### config.mk
export PLATFORM = sky130hd
export DESIGN_NAME = breathing_duty_sequencer_flat
export DESIGN_NICKNAME = d
export VERILOG_FILES = /design/src/rtl/breathing_duty_sequencer_pkg.sv /design/src/rtl/breathing_duty_sequencer_if.sv /design/src/rtl/breathing_duty_sequencer_period_tick_gen.sv /design/src/rtl/breathing_duty_sequencer.sv /design/src/flat_wrapper.sv
export SDC_FILE = /design/constraint.sdc
export NUM_CORES = 1
export LEC_CHECK = 0
export BUFFER_PORTS_ARGS = -buffer_cell sky130_fd_sc_hd__buf_2
export CORE_UTILIZATION = 55
export CTS_BUF_LIST = sky130_fd_sc_hd__clkbuf_8
export CTS_CLUSTER_DIAMETER = 80
export CTS_CLUSTER_SIZE = 24
export DETAILED_ROUTE_END_ITERATION = 8
export MAX_ROUTING_LAYER = met4
export PLACE_DENSITY_LB_ADDON = 0.3
export SLEW_MARGIN = 20
export SYNTH_ARGS = -nofsm -noshare
export SYNTH_HDL_FRONTEND = slang
export SYNTH_SLANG_ARGS = --single-unit
### constraint.sdc
create_clock -name CLK -period 2.14 [get_ports CLK]
set_clock_uncertainty 0.05 [all_clocks]
set_input_delay 0.321 -clock CLK [delete_from_list [all_inputs] [get_ports CLK]]
set_output_delay 0.321 -clock CLK [all_outputs]
set_load 0.01 [all_outputs]
### src/rtl/breathing_duty_sequencer_pkg.sv
// Shared types and widths for the breathing duty sequencer.
package breathing_pkg;

    // Ramp phase, also exported on the Phase output
    typedef enum logic [1:0] {
        RISE    = 2'd0,
        HOLD_HI = 2'd1,
        FALL    = 2'd2,
        HOLD_LO = 2'd3
    } phase_e;

    localparam int DUTY_W       = 8;
    localparam int COUNT_W      = 24;
    localparam int DUTY_ABS_MAX = 100;

endpackage

### src/rtl/breathing_duty_sequencer_if.sv
// Bus between the breathing sequencer and its controller / PWM stage.
// master: the sequencer (drives duty, period, tick, phase).
// slave : the controller / consumer (drives Enable).
interface breathing_duty_sequencer_if;
    import breathing_pkg::*;

    logic               Enable;
    logic [DUTY_W-1:0]  Duty;
    logic [COUNT_W-1:0] Count_P;
    logic               Period_Tick;
    logic [1:0]         Phase;

    modport master (
        input  Enable,
        output Duty,
        output Count_P,
        output Period_Tick,
        output Phase
    );

    modport slave (
        output Enable,
        input  Duty,
        input  Count_P,
        input  Period_Tick,
        input  Phase
    );

endinterface

### src/rtl/breathing_duty_sequencer_period_tick_gen.sv
// PWM period counter (0..PERIOD_CYCLES-1) and end-of-period strobe.
module period_tick_gen
    import breathing_pkg::*;
#(
    parameter int unsigned PERIOD_CYCLES = 50000
) (
    input  logic CLK,
    input  logic Rst,
    input  logic Enable,
    output logic Period_Tick
);

    logic [COUNT_W-1:0] cnt_q, cnt_d;
    logic               last_q, last_d;

    // Next counter value; last_q registers "counter is at PERIOD_CYCLES-1"
    always_comb begin
        cnt_d  = cnt_q;
        last_d = last_q;
        if (Enable) begin
            if (last_q) begin
                cnt_d = '0;
            end else begin
                cnt_d = cnt_q + 1'b1;
            end
            last_d = (cnt_d == COUNT_W'(PERIOD_CYCLES - 1));
        end
    end

    // Counter state; frozen while Enable is low
    always_ff @(posedge CLK) begin
        if (Rst) begin
            cnt_q  <= '0;
            last_q <= 1'b0;
        end else begin
            cnt_q  <= cnt_d;
            last_q <= last_d;
        end
    end

    // The registered last-count flag is qualified by Enable so a pause that
    // lands on the final count neither emits nor loses the period tick.
    assign Period_Tick = last_q & Enable;

endmodule

### src/rtl/breathing_duty_sequencer.sv
// Breathing duty sequencer: ramps Duty between 0 and DUTY_MAX on PWM
// period boundaries. Define BREATH_HOLD_EN to dwell HOLD_PERIODS periods
// at each extreme (HOLD_HI / HOLD_LO); otherwise the ramp reverses at once.
module breathing_duty_sequencer
    import breathing_pkg::*;
#(
    parameter int unsigned PERIOD_CYCLES = 50000,
    parameter int unsigned STEP_PERIODS  = 10,
    parameter int unsigned DUTY_STEP     = 1,
    parameter int unsigned DUTY_MAX      = 100,
    parameter int unsigned HOLD_PERIODS  = 50
) (
    input  logic                         CLK,
    input  logic                         Rst,
    breathing_duty_sequencer_if.master   bus
);

    if (DUTY_MAX > DUTY_ABS_MAX) begin : g_bad_duty_max
        $error("DUTY_MAX must not exceed 100");
    end
    if (HOLD_PERIODS < 1 || STEP_PERIODS < 1) begin : g_bad_periods
        $error("STEP_PERIODS and HOLD_PERIODS must be at least 1");
    end

    localparam logic [1:0] ST_RISE = RISE;
    localparam logic [1:0] ST_FALL = FALL;
`ifdef BREATH_HOLD_EN
    localparam logic [1:0] ST_HOLD_HI = HOLD_HI;
    localparam logic [1:0] ST_HOLD_LO = HOLD_LO;
    localparam int unsigned HOLD_W = (HOLD_PERIODS > 1) ? $clog2(HOLD_PERIODS) : 1;
`endif
    localparam int unsigned STEP_W = (STEP_PERIODS > 1) ? $clog2(STEP_PERIODS) : 1;

    localparam logic [DUTY_W-1:0] DMAX_V  = DUTY_W'(DUTY_MAX);
    localparam logic [DUTY_W-1:0] DSTEP_V = DUTY_W'(DUTY_STEP);

    logic              period_tick;
    logic [1:0]        state_q, state_d;
    logic [DUTY_W-1:0] duty_q, duty_d;
    logic [STEP_W-1:0] step_cnt_q, step_cnt_d;
    logic              step_hit;
    logic [DUTY_W:0]   rise_sum;
    logic [DUTY_W-1:0] rise_val, fall_val;
`ifdef BREATH_HOLD_EN
    logic [HOLD_W-1:0] hold_cnt_q, hold_cnt_d;
    logic              hold_hit;
`endif

    period_tick_gen #(
        .PERIOD_CYCLES(PERIOD_CYCLES)
    ) u_period (
        .CLK        (CLK),
        .Rst        (Rst),
        .Enable     (bus.Enable),
        .Period_Tick(period_tick)
    );

    assign step_hit = (step_cnt_q == STEP_W'(STEP_PERIODS - 1));
`ifdef BREATH_HOLD_EN
    assign hold_hit = (hold_cnt_q == HOLD_W'(HOLD_PERIODS - 1));
`endif

    // Ramp FSM: advance step/hold counts on each period tick, saturate duty
    always_comb begin
        state_d    = state_q;
        duty_d     = duty_q;
        step_cnt_d = step_cnt_q;
`ifdef BREATH_HOLD_EN
        hold_cnt_d = hold_cnt_q;
`endif
        rise_sum = {1'b0, duty_q} + (DUTY_W + 1)'(DUTY_STEP);
        rise_val = (rise_sum >= {1'b0, DMAX_V}) ? DMAX_V : rise_sum[DUTY_W-1:0];
        fall_val = (duty_q > DSTEP_V) ? (duty_q - DSTEP_V) : '0;

        if (period_tick) begin
            case (state_q)
                ST_RISE: begin
                    if (step_hit) begin
                        step_cnt_d = '0;
                        duty_d     = rise_val;
                        if (rise_val == DMAX_V) begin
`ifdef BREATH_HOLD_EN
                            state_d = ST_HOLD_HI;
`else
                            state_d = ST_FALL;
`endif
                        end
                    end else begin
                        step_cnt_d = step_cnt_q + 1'b1;
                    end
                end
                ST_FALL: begin
                    if (step_hit) begin
                        step_cnt_d = '0;
                        duty_d     = fall_val;
                        if (fall_val == '0) begin
`ifdef BREATH_HOLD_EN
                            state_d = ST_HOLD_LO;
`else
                            state_d = ST_RISE;
`endif
                        end
                    end else begin
                        step_cnt_d = step_cnt_q + 1'b1;
                    end
                end
`ifdef BREATH_HOLD_EN
                ST_HOLD_HI: begin
                    if (hold_hit) begin
                        hold_cnt_d = '0;
                        step_cnt_d = '0;
                        state_d    = ST_FALL;
                    end else begin
                        hold_cnt_d = hold_cnt_q + 1'b1;
                    end
                end
                ST_HOLD_LO: begin
                    if (hold_hit) begin
                        hold_cnt_d = '0;
                        step_cnt_d = '0;
                        state_d    = ST_RISE;
                    end else begin
                        hold_cnt_d = hold_cnt_q + 1'b1;
                    end
                end
`endif
                default: begin
                    state_d    = ST_RISE;
                    step_cnt_d = '0;
                end
            endcase
        end
    end

    // FSM, duty and counter registers
    always_ff @(posedge CLK) begin
        if (Rst) begin
            state_q    <= ST_RISE;
            duty_q     <= '0;
            step_cnt_q <= '0;
`ifdef BREATH_HOLD_EN
            hold_cnt_q <= '0;
`endif
        end else begin
            state_q    <= state_d;
            duty_q     <= duty_d;
            step_cnt_q <= step_cnt_d;
`ifdef BREATH_HOLD_EN
            hold_cnt_q <= hold_cnt_d;
`endif
        end
    end

    assign bus.Duty        = duty_q;
    assign bus.Phase       = state_q;
    assign bus.Period_Tick = period_tick;
    assign bus.Count_P     = COUNT_W'(PERIOD_CYCLES);

endmodule

### src/flat_wrapper.sv
// flat-port wrapper written by rule: the top's interface ports become plain ports
module breathing_duty_sequencer_flat import breathing_pkg::*;
#(
    parameter int unsigned PERIOD_CYCLES = 50000,
    parameter int unsigned STEP_PERIODS  = 10,
    parameter int unsigned DUTY_STEP     = 1,
    parameter int unsigned DUTY_MAX      = 100,
    parameter int unsigned HOLD_PERIODS  = 50
)
  (CLK, Rst, bus_Enable, bus_Duty, bus_Count_P, bus_Period_Tick, bus_Phase);
  breathing_duty_sequencer_if bus_i ();
  input  logic CLK;
  input  logic Rst;
  input wire logic [$bits(bus_i.Enable)-1:0] bus_Enable;
  output wire logic [$bits(bus_i.Duty)-1:0] bus_Duty;
  output wire logic [$bits(bus_i.Count_P)-1:0] bus_Count_P;
  output wire logic [$bits(bus_i.Period_Tick)-1:0] bus_Period_Tick;
  output wire logic [$bits(bus_i.Phase)-1:0] bus_Phase;
  assign bus_i.Enable = bus_Enable;
  assign bus_Duty = bus_i.Duty;
  assign bus_Count_P = bus_i.Count_P;
  assign bus_Period_Tick = bus_i.Period_Tick;
  assign bus_Phase = bus_i.Phase;
  breathing_duty_sequencer #(.PERIOD_CYCLES(PERIOD_CYCLES), .STEP_PERIODS(STEP_PERIODS), .DUTY_STEP(DUTY_STEP), .DUTY_MAX(DUTY_MAX), .HOLD_PERIODS(HOLD_PERIODS)) u_core (.CLK(CLK), .Rst(Rst), .bus(bus_i));
endmodule
# Yosys cells after proc, flatten, opt, wreduce, memory -nomap -nowiden

Index checks and enable logic that the tools add are counted.

$add $sub $neg: 4
Multiply operators: 0
Div/mod/pow operators: 0
Order comparisons: 2
Eq/ne operators: 8
Shift operators: 0
Mux-type cells: 14
Bitwise logic cells: 1
Reductions and logical operators: 6

Operators with widths:

| kind                  | count |
|---|---|
| $mux 24               | 2 |
| $mux 8                | 4 |
| $add 24x1->24 const B | 1 |
| $eq 24x16->1 const B  | 1 |
| $pmux 8 s2            | 1 |
| $add 8x1->9 const B   | 1 |
| $ge 9x7->1 const B    | 1 |
| $eq 8x7->1 const B    | 1 |
| $gt 8x1->1 const B    | 1 |
| $logic_not 8->1       | 1 |
| $mux 2                | 4 |
| $mux 4                | 2 |
| $ne 2x1->1 const B    | 4 |
| $sub 8x1->8 const B   | 1 |
| $reduce_and 5->1      | 1 |
| $add 4x1->4 const B   | 1 |
| $eq 4x4->1 const B    | 1 |
| $pmux 2 s2            | 1 |
| $reduce_and 4->1      | 1 |
| $eq 2x2->1 const B    | 1 |
| $logic_not 2->1       | 1 |
| $reduce_bool 2->1     | 1 |
| $reduce_or 2->1       | 1 |
| $and 1x1->1           | 1 |

Register bits: 39
Latch bits: 0
RAM bits: 0
Bits in read-only memories: 0
Input bits: 3
Output and inout bits: 35
Memories kept: 0

# Logic depth before layout (Yosys ltp)

Gate-level depths: netlist (run 1).

Word-level depth: 7
Depth in mapped cells: 10

# Hierarchy

Synthesis (run 1) repeated with hierarchy kept, for this count alone.

Cell total of the unflattened synthesis: 394
Area total of the unflattened synthesis: 2,916.5 um^2

Modules (own cells, without submodules):

| module                   | times used | cells an instance | area an instance (um^2) |
|---|---|---|---|
| period_tick_gen          | 1          | 236               | 1,700.4 |
| breathing_duty_sequencer | 1          | 158               | 1,216.2 |

# Least setup slack after synthesis (run 1)

OpenSTA, ideal clock, no wires.

Path kind: register to register
From: register u_core.duty_q[0], in the netlist u_core.bus.Duty[0]
To: register u_core.duty_q[2], in the netlist u_core.bus.Duty[2]
Arrival time: 1.982 ns
Setup slack: 0.017 ns
Cell stages (with the launch flop): 11
Period minus slack after synthesis: 2.123 ns
Path through: dfxtp_1 -> buf_2 -> inv_1 -> ha_1 -> o21bai_1 -> o31ai_4 -> buf_6 -> o21ai_2 -> a22oi_4 -> o21a_1 -> a311oi_1

Longest elaborated chain between the ends: 5
Elaborated cells between the ends (all ways): 9
Those cells by class: add/sub: 2; order compare: 2; mux: 5

Ends and longest elaborated chain:

| what                   | line                            | text |
|---|---|---|
| from (decl)            | breathing_duty_sequencer.sv:39  | `logic [DUTY_W-1:0] duty_q, duty_d;` |
| from (signal assigned) | breathing_duty_sequencer.sv:146 | `duty_q <= duty_d;` |
| $add 8x1->9            | breathing_duty_sequencer.sv:71  | `rise_sum = {1'b0, duty_q} + (DUTY_W + 1)'(DUTY_STEP);` |
| $ge 9x7->1             | breathing_duty_sequencer.sv:72  | `rise_val = (rise_sum >= {1'b0, DMAX_V}) ? DMAX_V : rise_sum[DUTY_W-1:0];` |
| $mux 8                 | breathing_duty_sequencer.sv:72  |  |
| $mux 8                 | breathing_duty_sequencer.sv:78  | `if (step_hit) begin` |
| $pmux 8 s2 (*)         | breathing_duty_sequencer.sv:76  | `case (state_q)` |

Every way passes the cells marked *; elsewhere a longest branch is shown, timed or not. The select of a mux whose other input is x is not followed.
A chain may end at the register's enable or synchronous reset.

# Final worst setup path (run 1)

From: register u_core.u_period.cnt_q[1]
To: register u_core.u_period.last_q

Longest elaborated chain between the ends: 4

Ends and longest elaborated chain:

| what                   | line                                           | text |
|---|---|---|
| from (decl)            | breathing_duty_sequencer_period_tick_gen.sv:13 | `logic [COUNT_W-1:0] cnt_q, cnt_d;` |
| from (signal assigned) | breathing_duty_sequencer_period_tick_gen.sv:36 | `cnt_q <= cnt_d;` |
| $add 24x1->24          | breathing_duty_sequencer_period_tick_gen.sv:24 | `cnt_d = cnt_q + 1'b1;` |
| $mux 24                | breathing_duty_sequencer_period_tick_gen.sv:21 | `if (last_q) begin` |
| $mux 24                | breathing_duty_sequencer_period_tick_gen.sv:20 | `if (Enable) begin` |
| $eq 24x16->1           | breathing_duty_sequencer_period_tick_gen.sv:26 | `last_d = (cnt_d == COUNT_W'(PERIOD_CYCLES - 1));` |
| to (signal assigned)   | breathing_duty_sequencer_period_tick_gen.sv:37 | `last_q <= last_d;` |
| to (decl)              | breathing_duty_sequencer_period_tick_gen.sv:14 | `logic last_q, last_d;` |

No other way between the ends. The select of a mux whose other input is x is not followed.

==> impl_metrics.toml, run 1 <==
[yosys]
synth_edf_count = 0
ys_seq_elements = 38
post_synth_num_cell_types = 66
syn_inst = 415
async_reset_ff_share_pct = 0
synth_flop_cell = "dfxtp_1"
avgSynthCellArea_um2 = 7.26
syn_area_mm2 = 0.00301
yosys_warnings = 0
yosysSeqAreaShare_pct = 25.3

[routing]
drc = 0
vias = 3127
routedWlPerCell_um = 14.9
drt_wl_total_um = 7700
drt-initial-drc-count = 316
ant_nets = 0
vias_per_cell = 6.07
drt-pass1-iter-count = 5

[grt]
grt_max_degree = 37
antenna_found_initial = 0
grt_overflow = 0
grt_pass1_wl_um = 13200
gr-usage-all-layers_pct = 28.4
grt_pass1_vias = 2779

[worst_setup_path]
critPathLaunch = "u_core.u_period.cnt_q[1]"
crit_type = "flop to flop"
max_stage_delay_ns = 0.50
critical_path_required_ns = 2.32
endpoint_kind = "flop"
crit_chain = "ha_4, and4_4, xnor2_1, or4b_1, a21oi_1, nand4_1, o21ai_1"
critical_path.slowest_cell = "or4b_1"
startpoint_type = "flop"
crit_buf_inv = 0
cp_max_fo = 7
r2r-start = "u_core.u_period.cnt_q[1]"
crit_arrival_ns = 2.21
critPathTopFamily = "simple AND/OR/NAND/NOR gates"

[cts]
cts_buffers = 5
postCtsHoldBufs = 0
cts_tree = "yes"
clockRootBuffer = "clkbuf_8"
h-tree-depth = 2
clock_latency_ns = 0.30
path_clk_slew_ns = 0.08
max-clock-path-buffers = 2
cts_sinks = 38

[place]
dp_hpwl_um = 5460
gp_congestion = 0.955
placed_cells = 504
port_buffers = 12
place_ws_ns = 0.0238

[power]
cellPowerDensity_mw_per_mm2 = 393
leakage_nw = 1.26
peakVddDrop_mv = 0.389

[floorplan]
fp-row-count = 26
core-area_mm2 = 0.00520
die_area_mm2 = 0.00578
die_x_um = 76
start_util_pct = 57.9
die_y_um = 76
ios = 38

[final_layout]
finalNonFillerCells = 515
final_nets = 451
layout.cells.most_common_list = "nor2_1 (44), buf_4 (43), a21oi_1 (35), dfxtp_1 (35), nand2_1 (31)"
nFillCells = 490
area_delta_synth_final_pct = 11.5
mostFrequentLayoutCell = "nor2_1"
area.sequential_um2 = 764
multi_input_area_mm2 = 0.00199
antenna_cells = 0
layout-drive-gt1-share_pct = 18.0

[timing]
setup_violations = 0
timing.final.crit_share_pct = 94.9
post-route-min-period_ns = 2.03
rsz0062_at_grt = "false"
worstMarginPinSlew_ns = 0.509
fmax_mhz = 492
slew_headroom_pct = 65.2
fin_tns_setup_ns = 0
hold_violations = 0
layout_setup_ws_ns = 0.109
slew_viol_final = 0

[worst_hold_path]
min_from = "Rst"
hold_class = "input port to flop"

[status]
status = "completed"

[run]
cap_violations = 0
[registers in the layout, indices dropped and copies added, names as in the netlist]
name,count
u_core.bus.Phase,1
u_core.u_period.last_q,1
u_core.u_period.cnt_q,24
u_core.bus.Duty,8
u_core.step_cnt_q,4
[path summary, 6_finish.rpt]
check | cells past startpoint | slack [ns] | end
worst max register to register | 7 | 0.11 | u_core.u_period.last_q
worst min register to register | 2 | 0.48 | u_core.u_period.cnt_q[14]
worst max-delay path | 7 | 0.11 | u_core.u_period.last_q
worst min-delay path | 4 | 0.33 | u_core.bus.Duty[1]
[cells in the mapped netlist (5+ instances only)]
master / n / share of area (%)
buf_2: 12 / 2.0
nand4_1: 15 / 3.1
a22oi_1: 7 / 1.7
a21oi_1: 35 / 5.8
buf_4: 27 / 6.7
xnor2_1: 8 / 2.3
o21ai_0: 29 / 4.8
dfxtp_1: 38 / 25
nor2b_1: 5 / 1.0
and2_1: 5 / 1.0
inv_1: 9 / 1.1
nand3_1: 17 / 2.8
a31oi_1: 6 / 1.2
nor4_1: 11 / 2.3
xor2_1: 8 / 2.3
clkbuf_1: 14 / 1.7
nor2_1: 44 / 5.5
nor3_1: 13 / 2.2
nand2_1: 31 / 3.9
and3_1: 9 / 1.9
[worst register-to-register path, cell delays in order (launching register included)]
cell,delay [ns]
dfxtp_1,0.47
ha_4,0.22
and4_4,0.26
xnor2_1,0.07
or4b_1,0.50
a21oi_1,0.16
nand4_1,0.11
o21ai_1,0.14
[metal layers]
layer	GRT usage [%]	vias to the layer above	wire [um]
met5	-	-	0
met4	10.6	0	168
met3	5.27	26	525
met2	43.1	146	3480
met1	37.5	1445	3520
li1	-	1510	-
[per-stage QoR]
step | utilization, % | instance area, um2 | hold slack (ns) | total power [W]
2_1_floorplan | - | 3100 | 0.409 | 0.000817
5_1_grt | 64.5 | 3360 | 0.329 | 0.00138
6_report | 64.5 | 3360 | 0.333 | 0.00132
3_5_place_dp | 61.6 | 3200 | 0.464 | 0.000803
4_1_cts | 63.8 | 3320 | 0.312 | 0.00134
3_3_place_gp | 61.6 | 3200 | 0.422 | 0.000802
[logic make-up after synthesis]
| kind of cell | after synthesis | synth area share, % |
|---|---|---|
| xor+xnor | 16 | 4.65 |
| flops | 38 | 25.3 |
| mux | 2 | 0.748 |
| other cells | 2 | 0.249 |
| buf+inv | 66 | 12.6 |
| fa+ha+maj | 4 | 1.66 |
| simple gates | 177 | 31.2 |
| compound gates | 110 | 23.6 |
[power by group]
part           switching (W)  total [W]  internal [W]  leakage, nW
registers         0.00000645   0.000716      0.000709        0.308
logic              0.0000579  0.0000751     0.0000173        0.906
clock network       0.000271   0.000530      0.000259       0.0472
[cell type report]
| class | count | area share (%) |
|---|---|---|
| clock buffers | 6 | 2.46 |
| clock inverters | 2 | 0.372 |
| inverters | 10 | 1.12 |
| multi-input cells | 334 | 59.3 |
| flip-flops and latches | 38 | 22.8 |
| well taps | 70 | 2.61 |
| repair buffers | 55 | 11.4 |
[repair_timing]
item                                    CTS  global route
setup buffers                             0             3
gates resized for setup                   4             4
hold endpoints to repair                  0             0
endpoints found under the setup margin    1             8
pin swaps                                 0             2
(Power assumes the default switching activity.)
==> run 2, diff against run 1 <==
- CORE_UTILIZATION: 55 -> 54
- MAX_ROUTING_LAYER: met4 -> not set
- SYNTH_HIERARCHICAL: not set -> 1
==> run 2 against run 1 <==
Net effect:
- the run now ends with negative setup slack left
- synthesized cell count down 5.1%
- global-route usage fell by 2.1 points
- maximum frequency decreased by 6.2%
- critical path depth rose by 2
- flip-flop and latch count unchanged
- routed wire length is 2.6% lower
- synthesized area fell by 3.2%
- clock-buffer cell count unchanged
- sequential share of layout area is 0.29 points lower
==> impl_metrics.toml, run 2 <==
[worst_setup_path]
critical_path_required_ns = 2.32
critical_path.slowest_cell = "or4b_1"
critPathTopFamily = "simple AND/OR/NAND/NOR gates"
crit_top_cell = "buf_4"
crit_type = "flop to flop"
crit_buf_inv = 2
max_stage_delay_ns = 0.54
startpoint_type = "flop"
cp_max_fo = 5
crit_chain = "buf_4, buf_4, nand4_1, nor4_4, nand2_1, xor2_1, nor2_1, or4b_1, o22ai_2"
endpoint_kind = "flop"
crit_arrival_ns = 2.34

[yosys]
synth_edf_count = 0
yosysMostFrequentCell = "nor2_1"
synth_top_area_cell = "dfxtp_1"
netlist_top_cells_count = "nor2_1 (69), a21oi_1 (41), dfxtp_1 (38)"
synth_top_area_share_pct = 26.1
yosys_warnings = 6
yosysSeqAreaShare_pct = 26.1
post_synth_num_cell_types = 68
syn_area_mm2 = 0.00292
avgSynthCellArea_um2 = 7.40
syn_inst = 394
async_reset_ff_share_pct = 0
ys_seq_elements = 38
synth_flop_cell = "dfxtp_1"
synth_area_leaders = "dfxtp_1 (26%), nor2_1 (8.9%), buf_4 (7.2%)"

[grt]
grt_max_degree = 41
grt_pass1_wl_um = 11400
gr-usage-all-layers_pct = 26.3
grt_pass1_vias = 2558
grt_overflow = 0
antenna_found_initial = 0

[place]
gp_congestion = 0.969
dp_hpwl_um = 5280
postPlaceCellArea_mm2 = 0.00326
port_buffers = 12

[power]
peakVddDrop_mv = 0.364
p_int_w = 0.000993
cellPowerDensity_mw_per_mm2 = 378
p_seq_share_pct = 53.9
power.net_switching_w = 0.000332
swShare_pct = 25.1
clock_power_share_pct = 39.5
leakage_nw = 1.45
power_frac_comb_pct = 6.6

[floorplan]
start_util_pct = 56.7
die_area_mm2 = 0.00570
fp-row-count = 26
core-area_mm2 = 0.00514
ios = 38
die_x_um = 75.5
die_y_um = 75.5

[timing]
fmax_mhz = 462
rsz0062_at_grt = "true"
hold_violations = 0
fin_tns_setup_ns = -0.0243
timing.final.crit_share_pct = 101
layout_setup_ws_ns = -0.0243
setup_violations = 1
post-route-min-period_ns = 2.16
slew_viol_final = 0

[run]
cap_violations = 0

[cts]
cts_tree = "yes"
clockRootBuffer = "clkbuf_8"
cts_buffers = 5
clock_latency_ns = 0.30
postCtsHoldBufs = 0
max-clock-path-buffers = 2
cts_sinks = 38
path_clk_slew_ns = 0.08
h-tree-depth = 2

[final_layout]
regMostFlops = "u_core/u_period/cnt_q"
area_delta_synth_final_pct = 20.1
antenna_cells = 0
final_nets = 448
layout-drive-gt1-share_pct = 28.1
largest_reg_flops = 24
final_cell_area_mm2 = 0.00350
layout.cells.most_common_list = "nor2_1 (68), buf_4 (58), a21oi_1 (41), conb_1 (25), dfxtp_1 (23)"
mostFrequentLayoutCell = "nor2_1"

[routing]
drc = 0
drt_wl_total_um = 7500
vias = 2960
ant_nets = 0
drt-pass1-iter-count = 5
routedWlPerCell_um = 14.6
drt-initial-drc-count = 282
vias_per_cell = 5.78

[worst_hold_path]
hold_class = "input port to flop"

[status]
status = "complete, but fails checks"
failed_checks = "negative setup slack"
## run 2: cell count changes after synthesis, sizes merged, moves of 4 or more
cell | before | now
nor2 | 44 | 69
o21ai | 31 | 14
mux2i | 0 | 13
nand4 | 17 | 7
nand2 | 31 | 23
a21oi | 35 | 41
a22oi | 8 | 2
nor4 | 11 | 5
and3 | 9 | 5
inv | 9 | 5
or2 | 0 | 4
## run 2: cell type report
class | instances | area (um2)
Clock buffer | 6 | 82.6
Clock inverter | 2 | 12.5
Fill cell | 451 | 1640
Inverter | 5 | 18.8
Multi-Input combinational cell | 320 | 2010
Sequential cell | 38 | 787
Tap cell | 70 | 87.6
Timing Repair Buffer | 71 | 507
## run 2: power groups by stage
stage                     clock [W]  combinational (W)  sequential (W)
after floorplan                   0          0.0000914        0.000730
final                      0.000524          0.0000874        0.000714
after CTS                  0.000543          0.0000855        0.000715
after detailed placement          0          0.0000819        0.000732
after global placement            0          0.0000808        0.000732
after global routing       0.000568          0.0000988        0.000714
## run 2: cell families (layout without fill, tap and decap cells)
logic type               count (synthesis)  after routing  synth area share [%]
buffers and inverters                   59             84                  11.9
multiplexers                            14             14                  4.85
XOR/XNOR                                10             10                  3.00
other                                    2             25                 0.257
AND/OR/NAND/NOR                        179            179                  32.1
adder cells (fa/ha/maj)                  4              4                  1.72
AO/OA/AOI/OAI                           88             88                  20.1
flip-flops                              38             38                  26.1
## run 2: through the flow
stage	util [%]	std cells	power, W	setup slack, ns	hold slack, ns
after floorplan	-	417	0.000822	-0.00511	0.359
after global placement	63.3	499	0.000812	-0.111	0.420
after detailed placement	63.3	499	0.000814	-0.160	0.455
after CTS	65.8	508	0.00134	-0.0831	0.338
after global routing	68.2	512	0.00138	-0.139	0.372
final	68.2	512	0.00132	-0.0243	0.347
## run 2: repair_timing
| item | in CTS | in global routing |
|---|---|---|
| endpoints found under the setup margin | 2 | 12 |
| hold endpoints to repair | 0 | 0 |
| buffers inserted | 1 | 4 |
| pin swaps | 5 | 7 |
| gates resized for setup | 5 | 28 |
## run 2: tightest hold or removal path, cell delays in order
cell and delay (ns):
buf_2 0.12, nand3b_1 0.13, a21oi_1 0.08
## run 2: final timing paths
| check | from | slack [ns] | to | cells after the start |
|---|---|---|---|---|
| max | u_core/u_period/cnt_q[2] | -0.02 | u_core/u_period/last_q | 9 |
| min | bus_Enable | 0.35 | u_core/u_period/cnt_q[1] | 3 |
| max reg2reg | u_core/u_period/cnt_q[2] | -0.02 | u_core/u_period/last_q | 9 |
| min reg2reg | u_core/step_cnt_q[3] | 0.46 | u_core/step_cnt_q[3] | 2 |
## run 2: per-layer routing
layer / vias up / part of all wire, % / routed length [um] / track usage, %
met4: 0 / 3.1 / 235 / 12.3
met5: - / 0 / 0 / 0
met1: 1390 / 41 / 3100 / 29.7
li1: 1445 / - / - / -
met3: 26 / 4.1 / 308 / 4.37
met2: 99 / 51 / 3860 / 48.1
